[src/rtl/core_seq_ctrl.sv]
// rtl/core_seq_ctrl.sv - multi-cycle RV32I fetch/decode sequencer
// Steps each instruction IDLE->FETCH->DECODE->EXEC->(MEM)->WB; illegal opcodes and memory timeouts trap.
module core_seq_ctrl #(
   parameter int TIMEOUT   = 16,
   parameter int RET_CNT_W = 32
) (
   input  logic                 clk_i,
   input  logic                 SEQrst_i,
   input  logic                 run_i,
   output logic                 imem_req_o,
   input  logic                 imem_valid_i,
   input  logic [31:0]          imem_rdata_i,
   output logic [31:0]          ir_o,
   output logic                 r_en_o,
   output logic                 i_en_o,
   output logic                 s_en_o,
   output logic                 sb_en_o,
   output logic                 u_en_o,
   output logic                 uj_en_o,
   input  logic                 br_taken_i,
   output logic                 be_o,
   output logic                 uje_o,
   output logic                 jalre_o,
   output logic                 pc_en_o,
   output logic [1:0]           pc_sel_o,
   output logic                 dmem_req_o,
   output logic                 dmem_we_o,
   input  logic                 dmem_valid_i,
   output logic                 rf_we_o,
   output logic                 trap_o,
   output logic [1:0]           cause_o,
   output logic [2:0]           state_o,
   output logic [RET_CNT_W-1:0] retired_o
);
   typedef enum logic [2:0] {
      S_IDLE   = 3'd0,
      S_FETCH  = 3'd1,
      S_DECODE = 3'd2,
      S_EXEC   = 3'd3,
      S_MEM    = 3'd4,
      S_WB     = 3'd5,
      S_TRAP   = 3'd6
   } state_t;

   localparam int            TW   = (TIMEOUT > 1) ? $clog2(TIMEOUT + 1) : 1;
   localparam logic [TW-1:0] TLIM = TW'((TIMEOUT > 0) ? TIMEOUT - 1 : 0);

   state_t                 r_state, w_next;
   logic [31:0]            r_ir;
   logic [RET_CNT_W-1:0]   r_retired;
   logic                   r_trap;
   logic [1:0]             r_cause, w_cause;
   logic [TW-1:0]          r_tcnt;
   logic                   r_taken;

   logic [4:0] w_opc;
   logic w_lui, w_auipc, w_jal, w_jalr, w_load, w_opimm, w_op, w_store, w_branch;
   logic w_legal, w_active, w_tmo;

   assign w_opc    = r_ir[6:2];
   assign w_lui    = (w_opc == 5'b01101);
   assign w_auipc  = (w_opc == 5'b00101);
   assign w_jal    = (w_opc == 5'b11011);
   assign w_jalr   = (w_opc == 5'b11001);
   assign w_load   = (w_opc == 5'b00000);
   assign w_opimm  = (w_opc == 5'b00100);
   assign w_op     = (w_opc == 5'b01100);
   assign w_store  = (w_opc == 5'b01000);
   assign w_branch = (w_opc == 5'b11000);
   assign w_legal  = (r_ir[1:0] == 2'b11) &
                     (w_lui | w_auipc | w_jal | w_jalr | w_load | w_opimm | w_op | w_store | w_branch);

   // Type enables span DECODE..WB and stay all-zero for an instruction that will trap
   assign w_active = w_legal & ((r_state == S_DECODE) | (r_state == S_EXEC) |
                                (r_state == S_MEM) | (r_state == S_WB));
   assign r_en_o   = w_active & w_op;
   assign i_en_o   = w_active & (w_jalr | w_load | w_opimm);
   assign s_en_o   = w_active & w_store;
   assign sb_en_o  = w_active & w_branch;
   assign u_en_o   = w_active & (w_lui | w_auipc);
   assign uj_en_o  = w_active & w_jal;

   assign w_tmo     = (TIMEOUT > 0) && (r_tcnt == TLIM);
   assign ir_o      = r_ir;
   assign trap_o    = r_trap;
   assign cause_o   = r_cause;
   assign state_o   = r_state;
   assign retired_o = r_retired;

   always_comb begin
      w_next     = r_state;
      w_cause    = r_cause;
      imem_req_o = 1'b0;
      dmem_req_o = 1'b0;
      dmem_we_o  = 1'b0;
      pc_en_o    = 1'b0;
      pc_sel_o   = 2'b00;
      be_o       = 1'b0;
      uje_o      = 1'b0;
      jalre_o    = 1'b0;
      rf_we_o    = 1'b0;
      case (r_state)
         S_IDLE: if (run_i) w_next = S_FETCH;
         S_FETCH: begin
            imem_req_o = 1'b1;
            if (imem_valid_i) w_next = S_DECODE;
            else if (w_tmo) begin
               w_next  = S_TRAP;
               w_cause = 2'b10;
            end
         end
         S_DECODE: begin
            if (w_legal) w_next = S_EXEC;
            else begin
               w_next  = S_TRAP;
               w_cause = 2'b01;
            end
         end
         S_EXEC: w_next = (w_load | w_store) ? S_MEM : S_WB;
         S_MEM: begin
            dmem_req_o = 1'b1;
            dmem_we_o  = w_store;
            if (dmem_valid_i) w_next = S_WB;
            else if (w_tmo) begin
               w_next  = S_TRAP;
               w_cause = 2'b11;
            end
         end
         S_WB: begin
            pc_en_o = 1'b1;
            rf_we_o = ~(w_store | w_branch);
            if (w_branch & r_taken) begin
               pc_sel_o = 2'b01;
               be_o     = 1'b1;
            end else if (w_jal) begin
               pc_sel_o = 2'b10;
               uje_o    = 1'b1;
            end else if (w_jalr) begin
               pc_sel_o = 2'b11;
               jalre_o  = 1'b1;
            end
            w_next = run_i ? S_FETCH : S_IDLE;
         end
         S_TRAP:  w_next = S_TRAP;
         default: w_next = S_IDLE;
      endcase
   end

   always_ff @(posedge clk_i) begin
      if (SEQrst_i) begin
         r_state   <= S_IDLE;
         r_ir      <= '0;
         r_retired <= '0;
         r_trap    <= 1'b0;
         r_cause   <= 2'b00;
         r_tcnt    <= '0;
         r_taken   <= 1'b0;
      end else begin
         r_state <= w_next;
         if ((r_state == S_FETCH) && imem_valid_i) r_ir <= imem_rdata_i;
         if (((w_next == S_FETCH) || (w_next == S_MEM)) && (w_next != r_state))
            r_tcnt <= '0;
         else if ((r_state == S_FETCH) || (r_state == S_MEM))
            r_tcnt <= r_tcnt + TW'(1);
         if (r_state == S_EXEC) r_taken <= w_branch & br_taken_i;
         if (r_state == S_WB) r_retired <= r_retired + RET_CNT_W'(1);
         if ((w_next == S_TRAP) && (r_state != S_TRAP)) begin
            r_trap  <= 1'b1;
            r_cause <= w_cause;
         end
      end
   end
endmodule

[config.mk]
export PLATFORM = sky130hd
export DESIGN_NAME = core_seq_ctrl
export DESIGN_NICKNAME = d
export VERILOG_FILES = /design/src/rtl/core_seq_ctrl.sv
export SDC_FILE = /design/constraint.sdc
export NUM_CORES = 1
export LEC_CHECK = 0
export BUFFER_PORTS_ARGS = -buffer_cell sky130_fd_sc_hd__buf_4
export CAP_MARGIN = 15
export CORE_UTILIZATION = 53
export DETAILED_ROUTE_END_ITERATION = 16
export PLACE_DENSITY = 0.85
export SYNTH_ARGS = -nofsm -noshare
export SYNTH_HDL_FRONTEND = slang
export SYNTH_SLANG_ARGS = --single-unit
[constraint.sdc]
create_clock -name clk_i -period 4.56 [get_ports clk_i]
set_clock_uncertainty 0.05 [all_clocks]
set_input_delay 1.14 -clock clk_i [delete_from_list [all_inputs] [get_ports clk_i]]
set_output_delay 1.14 -clock clk_i [all_outputs]
set_load 0.005 [all_outputs]
==> results.yml, run 1 <==
sta:
  relSlewSlack: 0.263
  grt_setup_unrepaired: "no"
  setup_viol: 0
  slew_violations: 0
  setup-tns-final_ps: 0
  fin_ws_ps: 1260
  hold_viol: 0
  clock.fmax_mhz: 303
  tightestPinTransition_ps: 1110
  fin_crit_ps: 3300
  fin_crit_sh: 0.724
  whs_ps: 400
grt:
  grt_overflow: 0
  grt_pass1_wl_um: 12700
  first_global_vias: 2905
  track_usage: 0.241
  grt_max_degree: 80
  antenna_found_initial: 0
hold_path:
  min_path_type: "flop to flop"
  min-delay-start: "trap_o$_SDFFE_PP0P_"
setup_path:
  required_ps: 3370
  critPathBufInv: 1
  crit_family: "compound AO/OA/AOI/OAI gates"
  startpoint_type: "flop"
  critPathLaunch: "ir_o[6]$_SDFFE_PP0P_"
  crit_chain: "nand4b_1 -> o21ai_0 -> o21ai_0 -> nor2_1 -> and4_1 -> buf_4"
  r2r-start: "state_o[2]$_SDFF_PP0_"
  end_kind: "output pin"
  path_max_fanout: 13
  crit_top_cell: "o21ai_0"
  cp_slowest_cell: "o21ai_0"
  slowest_delay_ps: 470
  critical_path_class: "flop to output pin"
  worstPathArrival_ps: 2110
drt:
  post_drt_wl_per_cell_um: 13.4
  wl_um: 8170
  drtAntennaViolNets: 0
  vias: 3278
  avgViaCountPerCell: 5.36
  drtIter0Drc: 255
  drc: 0
  drt_pass1_iterations: 4
pwr:
  p_switching_uw: 353
  internal-power_mw: 1.03
  switching_share: 0.255
  vdd_drop_max_uv: 230
  power_leakage_nw: 1.88
  clockPowerShare: 0.373
  p_comb_frac: 0.116
  p_per_area_nw_per_um2: 303
  pwr-share-seq: 0.511
  total_power_mw: 1.38
logic_synthesis:
  ys_seq_elements: 76
  synth_cells: 417
  synth_edf_count: 0
  syn_avg_cell_area_um2: 8.27
  synth-async-reset-ratio: 0
  synthesis.area_um2: 3450
  seq_area_frac_synth: 0.441
  yosys_warnings: 0
  synth_nets: 458
  ys_types: 49
  synthFlopType: "dfxtp_1"
cells_and_area:
  fill_cells: 502
  nets: 571
  stdcell_area_um2: 4560
  n_antenna_cell: 0
  drive_gt1_frac: 0.281
  most-common-layout-cells: "123 x buf_4, 84 x nand2_1, 76 x dfxtp_1, 42 x nor2_1, 39 x a21oi_1"
  multi_input_area_um2: 1780
  mostFrequentLayoutCell: "buf_4"
  final_cells: 611
  area_delta_synth_final_pct: 32.2
  finish.utilization: 0.722
  seqCellArea_um2: 1520
clocking:
  hold_buffers: 0
  post-cts-setup-buffers: 0
  cts.clk_slew.worst_paths_ps: 80
  clkLatencyLatePin_ps: 350
  cts_made_buffers: 9
  cts.sinks: 76
  clock-root-buffer: "clkbuf_8"
  clockBufferDepth: 2
  cts_resized: 0
  tritoncts: "done"
  htreeDepth: 3
floorplan:
  io_pins: 124
  core_um2: 6310
  die_x_um: 82.7
  die_area_um2: 6830
  initial_utilization: 0.546
  rows: 29
  die_y_um: 82.7
placed_design:
  place_inst: 596
  postPlaceCellArea_um2: 4360
  place.port_buffers: 123
  dp_slack_ps: 1660
  hpwl_um: 5820
  gp_congestion: 0.859
status:
  status: "completed"
job:
  cap_violations: 0
[area by class of cell]
type	instances	area share
Clock buffer	10	0.0302
Clock inverter	5	0.0132
Inverter	11	0.00906
Multi-Input combinational cell	309	0.390
Sequential cell	76	0.334
Tap cell	77	0.0211
Timing Repair Buffer	123	0.203
[worst min-delay path, stage by stage (launching register included)]
cell	delay [ps]
dfxtp_1	310
inv_1	50
a21oi_1	50
[power by group through the flow]
| stage | clock network [mW] | logic [mW] | registers, mW |
|---|---|---|---|
| floorplan | 0 | 0.0928 | 0.714 |
| global placement | 0 | 0.157 | 0.719 |
| detailed placement | 0 | 0.160 | 0.720 |
| CTS | 0.522 | 0.160 | 0.705 |
| global route | 0.551 | 0.176 | 0.709 |
| finish | 0.515 | 0.160 | 0.705 |
[kinds of logic after synthesis]
logic type	Yosys count	synth area share
compound gates	69	0.120
fa+ha+maj	3	0.0109
simple gates	205	0.300
mux	4	0.0131
buf+inv	32	0.0428
flops	76	0.441
xor+xnor	28	0.0711
[flip-flops by register name, summed over array words and instances, names as in the netlist]
name,cells
cause_o,2
trap_o,1
r_taken,1
retired_o,32
state_o,3
ir_o,32
r_tcnt,5
[synth_stat cells (6+ instances only)]
cell type   n  area, µm²
nand2_1    84        315
dfxtp_1    76       1520
nor2_1     42        158
a21oi_1    39        195
xnor2_1    18        158
clkbuf_1   14       52.6
o21ai_0    12       60.1
inv_1      11       41.3
nand3_1    11       55.1
nor3_1     11       55.1
xor2_1     10       87.6
nor2b_1     9       56.3
and4_1      6       52.6
[per-layer routing]
| metal | global-route usage | wire, µm | vias up |
|---|---|---|---|
| met1 | 0.286 | 3660 | 1528 |
| met3 | 0.0582 | 510 | 11 |
| met5 | 0 | 0 | - |
| li1 | - | - | 1641 |
| met2 | 0.417 | 3880 | 98 |
| met4 | 0.0931 | 120 | 0 |
[final timing paths]
check	endpoint	cells past startpoint	slack (ps)
worst max-delay path	r_en_o	6	1260
worst min-delay path	trap_o$_SDFFE_PP0P_	2	400
worst max register to register	ir_o[5]$_SDFFE_PP0P_	5	2270
worst min register to register	trap_o$_SDFFE_PP0P_	2	400
No activity file was read; power rests on OpenSTA's default activity.
==> inputs of run 2 (changes only) <==
- CORE_UTILIZATION: 53 -> 50
- PLACE_DENSITY: 0.85 -> 0.8
- clock period: 4.56 -> 3.35 ns (I/O delays scaled with it)
==> run 2 against run 1 <==
Net effect:
- count of clock-buffer cells in the layout increased by 1
- cell count up 0.49%
- hold slack better by 4.6 ps
- non-clock buffer count up 3
- sequential cell count stayed put
- sequential share of layout area down 0.29 points
- clock power increased by 48%
- register-to-register slack got worse by 1200 ps
- utilization down 1.4 points
- cell area up 0.88%
==> results.yml, run 2 (same netlist as run 1, synthesis figures left out) <==
cells_and_area:
  stdcell_area_um2: 4600
  finish.utilization: 0.708
  area_delta_synth_final_pct: 33.4
  fill_cells: 532
  most-common-layout-cells: "126 x buf_4, 84 x nand2_1, 76 x dfxtp_1, 42 x nor2_1, 39 x a21oi_1"
  drive_gt1_frac: 0.283
  n_antenna_cell: 0
  mostFrequentLayoutCell: "buf_4"
  nets: 574
placed_design:
  gp_congestion: 0.869
  place.port_buffers: 123
  postPlaceCellArea_um2: 4380
  hpwl_um: 6140
setup_path:
  crit_top_cell: "o21ai_0"
  critPathBufInv: 1
  path_max_fanout: 13
  startpoint_type: "flop"
  required_ps: 2460
  crit_chain: "nand4b_1 -> o21ai_0 -> o21ai_0 -> nor4b_1 -> buf_4"
  worstPathArrival_ps: 2070
  critical_path_class: "flop to output pin"
  end_kind: "output pin"
  r2r-start: "r_tcnt[0]$_SDFFE_PP0P_"
  cp_slowest_cell: "dfxtp_1"
  slowest_delay_ps: 580
  crit_family: "simple AND/OR/NAND/NOR gates"
  critPathLaunch: "ir_o[6]$_SDFFE_PP0P_"
drt:
  vias: 3273
  drtAntennaViolNets: 0
  drt_pass1_iterations: 4
  post_drt_wl_per_cell_um: 13.7
  drc: 0
  drtIter0Drc: 220
  avgViaCountPerCell: 5.33
  wl_um: 8440
sta:
  fin_crit_sh: 0.884
  fin_crit_ps: 2960
  tightestPinTransition_ps: 548
  relSlewSlack: 0.634
  grt_setup_unrepaired: "no"
  setup-tns-final_ps: 0
  setup_viol: 0
  hold_viol: 0
  slew_violations: 0
  clock.fmax_mhz: 338
clocking:
  hold_buffers: 0
  clkLatencyLatePin_ps: 340
  post-cts-setup-buffers: 0
  htreeDepth: 3
  tritoncts: "done"
  cts.sinks: 76
  clockBufferDepth: 2
  clock-root-buffer: "clkbuf_8"
  cts.clk_slew.worst_paths_ps: 70
  cts_resized: 0
  cts_made_buffers: 9
pwr:
  p_switching_uw: 469
  pwr-share-seq: 0.494
  p_per_area_nw_per_um2: 423
  switching_share: 0.241
  clockPowerShare: 0.392
  internal-power_mw: 1.48
  power_leakage_nw: 1.90
  vdd_drop_max_uv: 364
  p_comb_frac: 0.114
hold_path:
  min_path_type: "flop to flop"
  min-delay-start: "trap_o$_SDFFE_PP0P_"
floorplan:
  core_um2: 6490
  io_pins: 124
  die_y_um: 85.0
  die_area_um2: 7230
  initial_utilization: 0.531
  die_x_um: 85.0
  rows: 29
grt:
  track_usage: 0.242
  grt_overflow: 0
  first_global_vias: 3143
  grt_pass1_wl_um: 14200
  antenna_found_initial: 0
  grt_max_degree: 47
status:
  status: "completed"
job:
  cap_violations: 0
[run 2: cell count changes in the layout (fill, tap and decap cells not counted)]
cell        before  now
clkinvlp_4       1    0
bufinv_16        1    2
inv_6            1    0
buf_4          123  126
clkbuf_1         0    1
[run 2: power by group through the flow]
stage	clock network, mW	registers, mW	logic [mW]
4_1_cts	0.778	0.960	0.223
3_3_place_gp	0	0.979	0.219
2_1_floorplan	0	0.972	0.126
3_5_place_dp	0	0.981	0.222
5_1_grt	0.816	0.964	0.245
6_report	0.762	0.960	0.222
[run 2: layer usage]
layer | global-route usage | vias up | part of all wire
li1 | - | 1648 | -
met1 | 0.283 | 1529 | 0.42
met2 | 0.426 | 84 | 0.50
met3 | 0.0710 | 12 | 0.062
met4 | 0.0755 | 0 | 0.014
met5 | 0 | - | 0
[run 2: final timing paths]
check	endpoint	slack [ps]	depth (start not counted)
worst max-delay path	u_en_o	390	5
worst min-delay path	trap_o$_SDFFE_PP0P_	400	2
worst max register to register	r_tcnt[1]$_SDFFE_PP0P_	1100	7
worst min register to register	trap_o$_SDFFE_PP0P_	400	2
[run 2: stage by stage]
stage	std cells	worst slack, ps	hold WS (ps)	total power [mW]
2_1_floorplan	417	1020	377	1.10
3_3_place_gp	599	862	390	1.20
3_5_place_dp	599	785	393	1.20
4_1_cts	614	382	407	1.96
5_1_grt	614	182	423	2.03
6_report	614	389	405	1.94
[run 2: area by class of cell]
type	instances	area (µm²)	area share
clock inverters	4	73.8	0.0161
multi-input cells	309	1780	0.387
well taps	77	96.3	0.0209
repair buffers	126	946	0.206
flip-flops and latches	76	1520	0.331
clock buffers	11	141	0.0307
inverters	11	41.3	0.00898
[run 2: worst reg2reg max path: stages, from the launching register on]
cell,delay (ps)
dfxtp_1,340
ha_1,220
and3_1,190
ha_1,220
o32a_1,370
o221ai_2,250
o32ai_2,180
a221oi_1,340
